`src/rtl/axis_gate_sequencer_pkg.sv`:
```
// Shared definitions for the gate descriptor sequencer: FSM encoding and
// the bit layout of a 128-bit gate descriptor.
package axis_gate_sequencer_pkg;

    localparam logic [2:0] IDLE = 3'd0;
    localparam logic [2:0] ADDR = 3'd1;
    localparam logic [2:0] WAIT = 3'd2;
    localparam logic [2:0] SEND = 3'd3;
    localparam logic [2:0] DONE = 3'd4;

    localparam int FIELD_WIDTH = 32;
    localparam int ON_LSB      = 0;
    localparam int OFF_LSB     = 32;
    localparam int END_LSB     = 64;
    localparam int POFF_LSB    = 96;

    function automatic logic [127:0] make_desc(
        input logic [FIELD_WIDTH-1:0] on_cnt,
        input logic [FIELD_WIDTH-1:0] off_cnt,
        input logic [FIELD_WIDTH-1:0] period_end,
        input logic [FIELD_WIDTH-1:0] phase_off
    );
        logic [127:0] d;
        d = '0;
        d[ON_LSB   +: FIELD_WIDTH] = on_cnt;
        d[OFF_LSB  +: FIELD_WIDTH] = off_cnt;
        d[END_LSB  +: FIELD_WIDTH] = period_end;
        d[POFF_LSB +: FIELD_WIDTH] = phase_off;
        return d;
    endfunction

endpackage

```
`src/rtl/axis_gate_sequencer.sv`:
```
// Walks a BRAM table of gate descriptors (entries 0..cfg_last) and streams one
// descriptor per AXI4-Stream transfer, for cfg_loops passes (0 = endless).
module axis_gate_sequencer #(
    parameter int BRAM_ADDR_WIDTH = 10,
    parameter int BRAM_DATA_WIDTH = 128,
    parameter int CNTR_WIDTH      = 32
) (
    input  logic                       aclk,
    input  logic                       aresetn,
    input  logic                       cfg_enbl,
    input  logic [BRAM_ADDR_WIDTH-1:0] cfg_last,
    input  logic [CNTR_WIDTH-1:0]      cfg_loops,
    output logic                       bram_porta_clk,
    output logic                       bram_porta_rst,
    output logic [BRAM_ADDR_WIDTH-1:0] bram_porta_addr,
    input  logic [BRAM_DATA_WIDTH-1:0] bram_porta_rddata,
    input  logic                       m_axis_tready,
    output logic [BRAM_DATA_WIDTH-1:0] m_axis_tdata,
    output logic                       m_axis_tvalid,
    output logic                       sts_busy,
    output logic                       sts_done,
    output logic [CNTR_WIDTH-1:0]      sts_loop
);
    import axis_gate_sequencer_pkg::*;

    logic [2:0]                 state_reg, state_next;
    logic [BRAM_ADDR_WIDTH-1:0] addr_reg, addr_next;
    logic [BRAM_DATA_WIDTH-1:0] tdata_reg, tdata_next;
    logic                       tvalid_reg, tvalid_next;
    logic [CNTR_WIDTH-1:0]      loop_reg, loop_next;
    logic [CNTR_WIDTH-1:0]      loop_inc;
    logic                       final_pass;

    assign loop_inc   = loop_reg + CNTR_WIDTH'(1);
    assign final_pass = (cfg_loops != '0) && (loop_inc == cfg_loops);

    always_comb begin
        state_next  = state_reg;
        addr_next   = addr_reg;
        tdata_next  = tdata_reg;
        tvalid_next = tvalid_reg;
        loop_next   = loop_reg;
        case (state_reg)
            IDLE: begin
                if (cfg_enbl) begin
                    addr_next  = '0;
                    loop_next  = '0;
                    state_next = ADDR;
                end
            end
            ADDR: state_next = cfg_enbl ? WAIT : IDLE;
            WAIT: begin
                if (cfg_enbl) begin
                    tdata_next  = bram_porta_rddata;
                    tvalid_next = 1'b1;
                    state_next  = SEND;
                end else begin
                    state_next = IDLE;
                end
            end
            SEND: begin
                // A presented word is always delivered, even after cfg_enbl drops.
                if (m_axis_tready) begin
                    tvalid_next = 1'b0;
                    if (!cfg_enbl) begin
                        state_next = IDLE;
                    end else if (addr_reg != cfg_last) begin
                        addr_next  = addr_reg + BRAM_ADDR_WIDTH'(1);
                        state_next = ADDR;
                    end else begin
                        addr_next  = '0;
                        loop_next  = loop_inc;
                        state_next = final_pass ? DONE : ADDR;
                    end
                end
            end
            DONE: begin
                if (!cfg_enbl) state_next = IDLE;
            end
            default: state_next = IDLE;
        endcase
    end

    always_ff @(posedge aclk) begin
        if (!aresetn) begin
            state_reg  <= IDLE;
            addr_reg   <= '0;
            tdata_reg  <= '0;
            tvalid_reg <= 1'b0;
            loop_reg   <= '0;
        end else begin
            state_reg  <= state_next;
            addr_reg   <= addr_next;
            tdata_reg  <= tdata_next;
            tvalid_reg <= tvalid_next;
            loop_reg   <= loop_next;
        end
    end

    assign bram_porta_clk  = aclk;
    assign bram_porta_rst  = ~aresetn;
    assign bram_porta_addr = addr_reg;
    assign m_axis_tdata    = tdata_reg;
    assign m_axis_tvalid   = tvalid_reg;
    assign sts_busy        = (state_reg == ADDR) || (state_reg == WAIT) || (state_reg == SEND);
    assign sts_done        = (state_reg == DONE);
    assign sts_loop        = loop_reg;

endmodule

```
`config.mk`:
```
export PLATFORM = sky130hd
export DESIGN_NAME = axis_gate_sequencer
export DESIGN_NICKNAME = d
export VERILOG_FILES = /design/src/rtl/axis_gate_sequencer_pkg.sv /design/src/rtl/axis_gate_sequencer.sv
export SDC_FILE = /design/constraint.sdc
export NUM_CORES = 1
export LEC_CHECK = 0
export CORE_MARGIN = 2
export CORE_UTILIZATION = 40
export DETAILED_ROUTE_END_ITERATION = 12
export DONT_BUFFER_PORTS = 1
export GPL_ROUTABILITY_DRIVEN = 0
export RECOVER_POWER = 50
export SKIP_CTS_REPAIR_TIMING = 1
export SYNTH_ARGS = -nofsm -noshare
export SYNTH_HDL_FRONTEND = slang
export SYNTH_SLANG_ARGS = --single-unit
```
`constraint.sdc`:
```
create_clock -name aclk -period 5.1 [get_ports aclk]
set_input_delay 1.02 -clock aclk [delete_from_list [all_inputs] [get_ports aclk]]
set_output_delay 1.02 -clock aclk [all_outputs]
set_load 0.03 [all_outputs]
```
==> qor.yml, run 1 <==
outcome:
  status: "complete, but fails checks"
  violations: "capacitance limit, slew limit"
grt:
  grt_antenna_before_repair: 0
  overflow: 0
  grt_pass1_wl_mm: 34.4
  gr-usage-all-layers_pct: 21.4
  grt_max_degree: 82
  grt_pass1_vias: 6260
yosys:
  async_reset_ff_share_pct: 0
  syn_avg_cell_area_um2: 7.67
  yosys_warnings: 0
  synth_edf_count: 0
  syn_inst: 1018
  synth_top_area_cell: "dfxtp_1"
  ys_ff_latch: 174
  ys_seq_area_share_pct: 44.6
  yosys.area.top_type_share_pct: 44.6
  synth_area_leaders: "dfxtp_1 45%, nand2_1 15%, a21oi_1 10%, xor2_1 4.2%, xnor2_1 3.0%"
  syn-num-nets: 1194
  ys.flop_type: "dfxtp_1"
  synth.distinct_cells: 54
  syn_area_mm2: 0.00781
sta:
  skew_ps: 12.3
  slew_viol_final: 75
  finalCriticalPeriod_ps: 3770
  clock.fmax_mhz: 265
  slew_headroom_pct: -83.6
  setup_viol: 0
  rsz0062_at_grt: "no"
  worst_pin_slew_ps: 2750
  fin_setup_tns_ps: 0
  post-route-period-util_pct: 73.9
  hold_viol_final: 0
cells_and_area:
  stdcell_area_mm2: 0.00851
  fin_nets: 1150
  final_util_pct: 44.0
  diodes: 0
  syn2layout_area_growth_pct: 9.01
  multi_input_area_mm2: 0.00402
  drive_gt1_share_pct: 5.57
  fill_cells: 2006
  seq_area_mm2: 0.00348
  largest_reg_flops: 128
placed_design:
  placed_cell_area_mm2: 0.00790
  post-dp-hpwl_mm: 16.4
  port-buffer-count: 0
floorplanning:
  fp.dieW_um: 144
  fp-row-count: 51
  io_pins: 349
  start_util_pct: 40.4
  coreArea_mm2: 0.0193
  dieArea_mm2: 0.0206
  fp.dieH_um: 144
worst_setup_path:
  r2r_end: "m_axis_tdata[51]"
  critPathTopFamily: "simple AND/OR/NAND/NOR gates"
  ff2ff_setup_slack_ps: 1410
  crit_path_start_kind: "primary input"
  path_max_fanout: 75
  cp_data_arrival_time_ps: 4120
  worstPathRequired_ps: 5450
  r2r_cells: 4
  max_stage_delay_ps: 2020
  crit_type: "in2reg"
  rr_startpoint: "state_reg[1]"
  cp_cell_sequence: "nor2b_1 > and2_1 > nand2_1 > a21oi_1"
  crit_slowest_cell: "and2_1"
  cp.buffers_inverters: 0
  crit_path_end_kind: "flip-flop"
drt:
  drc: 0
  routed_via_density: 5.48
  wl_mm: 23.2
  drtIter0Drc: 351
  ant_nets: 0
  drt-pass1-iter-count: 6
  vias: 6855
  wl_per_cell_um: 18.6
cts:
  cts_root_buf: "clkbuf_16"
  numCtsBuffers: 17
  cts_tree: "yes"
  h-tree-depth: 4
  clk_pin_slew_ps: 80
  cts.sinks: 174
  cts_buffer_depth: 2
  clkLatencyLatePin_ps: 420
power:
  p_leak_nw: 2.81
  power.density_mw_per_mm2: 343
  p_total_mw: 2.92
  ir_drop_uv: 207
worst_hold_path:
  hold_path.class: "reg2reg"
  holdPathStages: 2
  holdPathEnd: "state_reg[2]"
  min-delay-start: "state_reg[2]"
run:
  maxCapViolCount: 1
[power by group]
| group | internal, mW | switching [mW] | leakage, nW |
|---|---|---|---|
| clock | 0.717 | 0.619 | 0.293 |
| sequential | 1.38 | 0.0591 | 1.40 |
| combinational | 0.0465 | 0.0955 | 1.12 |
[through the flow]
step           std cells  hold WS (ps)  setup slack (ps)
6_report            1252           565              1330
5_1_grt             1252           616              1070
4_1_cts             1252           568              1530
3_5_place_dp        1220           556              1530
3_3_place_gp        1220           557              1530
2_1_floorplan       1018           506              1390
[worst min-delay path, delay by kind of cell, from the launching register on]
kind	cells	cell delay (ps)
compound gates	1	60
flops	1	370
simple gates	1	100
[Yosys cell counts, drive strengths merged, types with 8 or more instances]
cell type    n
nor2        49
buf         13
nor3        14
o21ai       27
and4         8
and3        19
clkbuf      55
nand3       15
nand4       14
a21oi      163
xnor2       27
xor2        37
nand2      313
dfxtp      174
nand3b       8
nor4        19
[how the worst max path moves through the flow]
stage	start	endpoint	slack, ps	cells past startpoint
6_report	cfg_enbl	m_axis_tdata[51]	1330	4
5_1_grt	state_reg[1]	m_axis_tdata[51]	1070	4
4_1_cts	aclk	bram_porta_clk	1530	0
3_5_place_dp	aclk	bram_porta_clk	1530	0
3_3_place_gp	aclk	bram_porta_clk	1530	0
2_1_floorplan	aclk	bram_porta_clk	1390	1
[cells in the final DEF (no fill, tap or decap), types with 16 or more instances in the layout]
cell type  count
nand2_1      312
dfxtp_1      174
a21oi_1      163
nor2_1        48
xor2_1        37
xnor2_1       27
o21ai_0       26
clkbuf_16     17
nor4_1        16
and3_1        16
[cell families (layout without fill, tap and decap cells)]
kind of cell | count (synthesis) | count (layout) | synth area share [%]
fa+ha+maj | 2 | 2 | 0.321
simple gates | 487 | 487 | 28.5
xor+xnor | 64 | 64 | 7.18
mux | 2 | 2 | 0.272
buf+inv | 71 | 40 | 3.94
compound gates | 218 | 218 | 15.2
flops | 174 | 174 | 44.6
[layer usage]
metal | global-route usage (%) | vias to the layer above | part of all wire (%)
met5 | 0 | - | 0
met4 | 9.13 | 0 | 2.3
met3 | 7.26 | 40 | 9.2
met2 | 34.2 | 298 | 48
met1 | 26.3 | 3174 | 40
li1 | - | 3343 | -
[final cells by class]
class / count / area share, %
Clock inverter: 14 / 1.99
Tap cell: 265 / 3.90
Sequential cell: 174 / 40.9
Clock buffer: 18 / 5.16
Timing Repair Buffer: 5 / 0.588
Multi-Input combinational cell: 773 / 47.3
Inverter: 3 / 0.162
(Power assumes the default switching activity.)
==> inputs of run 2 (changes only) <==
==> constraint.sdc (replaced) <==
create_clock -name aclk -period 3.5 [get_ports aclk]
set_input_delay 0.7 -clock aclk [delete_from_list [all_inputs] [get_ports aclk]]
set_output_delay 0.7 -clock aclk [all_outputs]
set_load 0.03 [all_outputs]
==> run 2 against run 1 <==
  * Die area unchanged
  * Via count about the same
  * Sequential share of layout area decreased by 0.62 points
  * The flow still finishes with violations (capacitance limit, slew limit)
  * Combinational power grew 49%
  * Global-route usage increased by 0.26 points
==> qor.yml, run 2 (synthesis results as in run 1) <==
worst_setup_path:
  crit_type: "reg2reg"
  crit_path_start_kind: "flip-flop"
  crit_path_end_kind: "flip-flop"
  r2r_cells: 10
  path_max_fanout: 13
  cp_data_arrival_time_ps: 3380
  worstPathRequired_ps: 3810
sta:
  setup_viol: 0
  slew_headroom_pct: -12.6
  rsz0062_at_grt: "no"
  finalCriticalPeriod_ps: 3060
  post-route-period-util_pct: 87.5
  clock.fmax_mhz: 326
  hold_ws_ps: 391
  hold_viol_final: 0
  skew_ps: 12.8
  slew_viol_final: 40
  fin_setup_tns_ps: 0
  worst_pin_slew_ps: 1690
  worst_slack_ps: 437
cts:
  cts_root_buf: "clkbuf_16"
  numCtsBuffers: 17
  h-tree-depth: 4
  cts.sinks: 174
  clkLatencyLatePin_ps: 420
  cts_buffer_depth: 2
  clk_pin_slew_ps: 80
  cts_tree: "yes"
drt:
  vias: 6850
  routed_via_density: 5.40
  wl_mm: 23.5
  drt-pass1-iter-count: 5
  drtIter0Drc: 352
  ant_nets: 0
  drc: 0
  wl_per_cell_um: 18.5
grt:
  grt_pass1_wl_mm: 34.8
  gr-usage-all-layers_pct: 21.7
  grt_antenna_before_repair: 0
  overflow: 0
  grt_pass1_vias: 6291
  grt_max_degree: 129
floorplanning:
  fp-row-count: 51
  start_util_pct: 40.4
  dieArea_mm2: 0.0206
  coreArea_mm2: 0.0193
  fp.dieW_um: 144
  fp.dieH_um: 144
  io_pins: 349
cells_and_area:
  final_cell_mix: "312 x nand2_1, 174 x dfxtp_1, 163 x a21oi_1"
  fin_nets: 1166
  syn2layout_area_growth_pct: 10.7
  fill_cells: 1952
  final_common_cell: "nand2_1"
  stdcell_area_mm2: 0.00864
  diodes: 0
  drive_gt1_share_pct: 5.78
  largest_reg_flops: 128
worst_hold_path:
  holdPathStages: 2
  hold_path.class: "in2reg"
placed_design:
  placed_cell_area_mm2: 0.00806
  port-buffer-count: 0
  dp_slack_ps: 607
  post-dp-hpwl_mm: 16.6
power:
  p_total_mw: 4.31
  power.density_mw_per_mm2: 498
  ir_drop_uv: 324
  p_leak_nw: 2.87
outcome:
  status: "complete, but fails checks"
  violations: "capacitance limit, slew limit"
run:
  maxCapViolCount: 1
[run 2: worst paths after layout]
check                           slack, ps          from      endpoint
worst max-delay path                  440   sts_loop[1]  state_reg[0]
worst min-delay path                  390      cfg_enbl  state_reg[2]
worst max register to register        440   sts_loop[1]  state_reg[0]
worst min register to register        570  state_reg[2]  state_reg[2]
[run 2: report_power, final]
part	switching, mW	leakage, nW	total (mW)	internal, mW
registers	0.0854	1.40	2.09	2.01
clock network	0.950	0.303	2.00	1.05
logic	0.142	1.16	0.212	0.0703
total	1.18	2.87	4.31	3.13
[run 2: final cells by class]
| type | instances | area [um2] | share of cell area (%) |
|---|---|---|---|
| tap | 265 | 332 | 3.84 |
| timing repair buffer | 21 | 156 | 1.81 |
| sequential | 174 | 3480 | 40.3 |
| inverter | 3 | 11.3 | 0.130 |
| clock buffer | 17 | 425 | 4.92 |
| multi-input combinational | 773 | 4030 | 46.6 |
| clock inverter | 15 | 206 | 2.39 |
[run 2: layer usage]
layer | share of wire [%] | global-route usage [%]
met2 | 48 | 34.4
met1 | 41 | 26.8
met5 | 0 | 0
met3 | 8.4 | 7.76
met4 | 2.5 | 8.67
[run 2: metrics by stage]
| step | std cells | util (%) |
|---|---|---|
| floorplan | 1018 | - |
| global placement | 1236 | 41.7 |
| detailed placement | 1236 | 41.7 |
| CTS | 1268 | 45.0 |
| global route | 1268 | 44.7 |
| finish | 1268 | 44.7 |
[run 2: worst max-delay path, cell delays in order, from the launching register on]
cell      delay [ps]
dfxtp_1          310
clkbuf_1         470
ha_1             370
and3_1           300
and4_1           250
and3_4           290
nand4_1          200
nand3b_1         250
a211oi_2         260
a41o_1           210
a21oi_1           60
==> inputs of run 3 (changes only) <==
--- a/config.mk
+++ b/config.mk
@@ -6,7 +6,7 @@
 export NUM_CORES = 1
 export LEC_CHECK = 0
 export CORE_MARGIN = 2
-export CORE_UTILIZATION = 40
+export CORE_UTILIZATION = 39
 export DETAILED_ROUTE_END_ITERATION = 12
 export DONT_BUFFER_PORTS = 1
 export GPL_ROUTABILITY_DRIVEN = 0
==> run 3 against run 2 <==
  * The run still ends with capacitance limit, slew limit left
  * Global-route usage is 0.17 points higher
  * First-iteration DRC count is 11% higher
  * Cell area is 0.23% lower
  * Clock power hardly changed
  * Register-to-register slack worse by 20 ps
  * Power is 0.67% lower
  * Non-clock buffer count is 2 lower
  * Sequential share of layout area is 0.094 points higher
  * Critical path depth stayed put
  * Utilization is 0.54 points lower
  * Die area is 2.5% higher
  * Critical endpoint unchanged
  * Largest power group unchanged
==> qor.yml, run 3 (synthesis results as in run 1) <==
placed_design:
  placed_cell_area_mm2: 0.00803
  dp_slack_ps: 591
  port-buffer-count: 0
  post-dp-hpwl_mm: 16.8
cells_and_area:
  final_cell_mix: "312 x nand2_1, 174 x dfxtp_1, 163 x a21oi_1"
  drive_gt1_share_pct: 5.99
  diodes: 0
  stdcell_area_mm2: 0.00862
  fin_nets: 1164
  largest_reg_flops: 128
  final_common_cell: "nand2_1"
  syn2layout_area_growth_pct: 10.4
grt:
  grt_pass1_wl_mm: 37.3
  grt_max_degree: 87
  gr-usage-all-layers_pct: 21.8
  grt_antenna_before_repair: 0
  overflow: 0
  grt_pass1_vias: 6764
sta:
  rsz0062_at_grt: "no"
  clock.fmax_mhz: 324
  worst_slack_ps: 415
  hold_viol_final: 0
  post-route-period-util_pct: 88.2
  worst_pin_slew_ps: 1650
  setup_viol: 0
  finalCriticalPeriod_ps: 3090
  skew_ps: 18.2
  slew_headroom_pct: -9.89
  fin_setup_tns_ps: 0
  slew_viol_final: 39
floorplanning:
  coreArea_mm2: 0.0195
  fp-row-count: 51
  start_util_pct: 40.0
  io_pins: 349
  dieArea_mm2: 0.0212
  fp.dieW_um: 145
  fp.dieH_um: 145
drt:
  drt-pass1-iter-count: 4
  drtIter0Drc: 392
  wl_per_cell_um: 18.5
  wl_mm: 23.4
  vias: 6858
  routed_via_density: 5.42
  drc: 0
  ant_nets: 0
power:
  p_leak_nw: 2.86
  switchingPower_mw: 1.21
  ir_drop_uv: 327
  power.density_mw_per_mm2: 496
  power.share.clock_pct: 46.1
  seqPwrFrac_pct: 49.0
  cellInternalPower_mw: 3.07
  switching_share_pct: 28.4
  p_total_mw: 4.28
  p_comb_share_pct: 4.9
cts:
  clk_pin_slew_ps: 70
  cts_buffer_depth: 2
  cts_tree: "yes"
  clkLatencyLatePin_ps: 430
  cts_root_buf: "clkbuf_16"
  cts.sinks: 174
  numCtsBuffers: 17
  h-tree-depth: 4
outcome:
  status: "complete, but fails checks"
  violations: "capacitance limit, slew limit"
worst_setup_path:
  cp_data_arrival_time_ps: 3400
  crit_type: "reg2reg"
  crit_path_end_kind: "flip-flop"
  crit_path_start_kind: "flip-flop"
  worstPathRequired_ps: 3810
  path_max_fanout: 13
run:
  maxCapViolCount: 1
worst_hold_path:
  hold_path.class: "in2reg"
[run 3: metrics by stage]
stage / hold WS, ps / util [%] / std cells
CTS: 366 / 44.4 / 1266
floorplan: 506 / - / 1018
detailed placement: 551 / 41.1 / 1234
finish: 389 / 44.1 / 1266
global placement: 553 / 41.1 / 1234
global route: 371 / 44.1 / 1266
[run 3: cell type report]
cell class / count / area, um2
Fill cell: 2029 / 10900
Inverter: 3 / 11.3
Sequential cell: 174 / 3480
Multi-Input combinational cell: 773 / 4030
Clock buffer: 17 / 425
Tap cell: 265 / 332
Timing Repair Buffer: 19 / 131
Clock inverter: 15 / 211
[run 3: layer usage]
layer / global-route usage [%] / vias up / wire (um)
li1: - / 3359 / -
met3: 6.02 / 26 / 1920
met5: 0 / - / 0
met1: 26.9 / 3189 / 9770
met2: 36.4 / 284 / 11300
met4: 8.28 / 0 / 480
[run 3: power groups by stage]
stage | Clock (mW) | Sequential (mW) | Combinational, mW
global placement | 0 | 2.14 | 0.211
floorplan | 0.0428 | 2.13 | 0.164
CTS | 2.02 | 2.10 | 0.213
global route | 2.11 | 2.10 | 0.237
finish | 1.97 | 2.10 | 0.210
detailed placement | 0 | 2.14 | 0.213
[run 3: final timing paths]
check / end / slack (ps) / startpoint / cells after the start
worst max-delay path: state_reg[0] / 410 / sts_loop[1] / 10
worst min register to register: state_reg[1] / 570 / state_reg[1] / 1
worst min-delay path: state_reg[2] / 390 / cfg_enbl / 2
worst max register to register: state_reg[0] / 410 / sts_loop[1] / 10
[run 3: worst max-delay path, cell delays in order (launching register included)]
cell and delay, ps:
dfxtp_1 310, clkbuf_1 500, ha_1 370, and3_1 290, and4_1 260, and3_4 290
nand4_1 190, nand3b_1 250, a211oi_2 260, a41o_1 200, a21oi_1 60
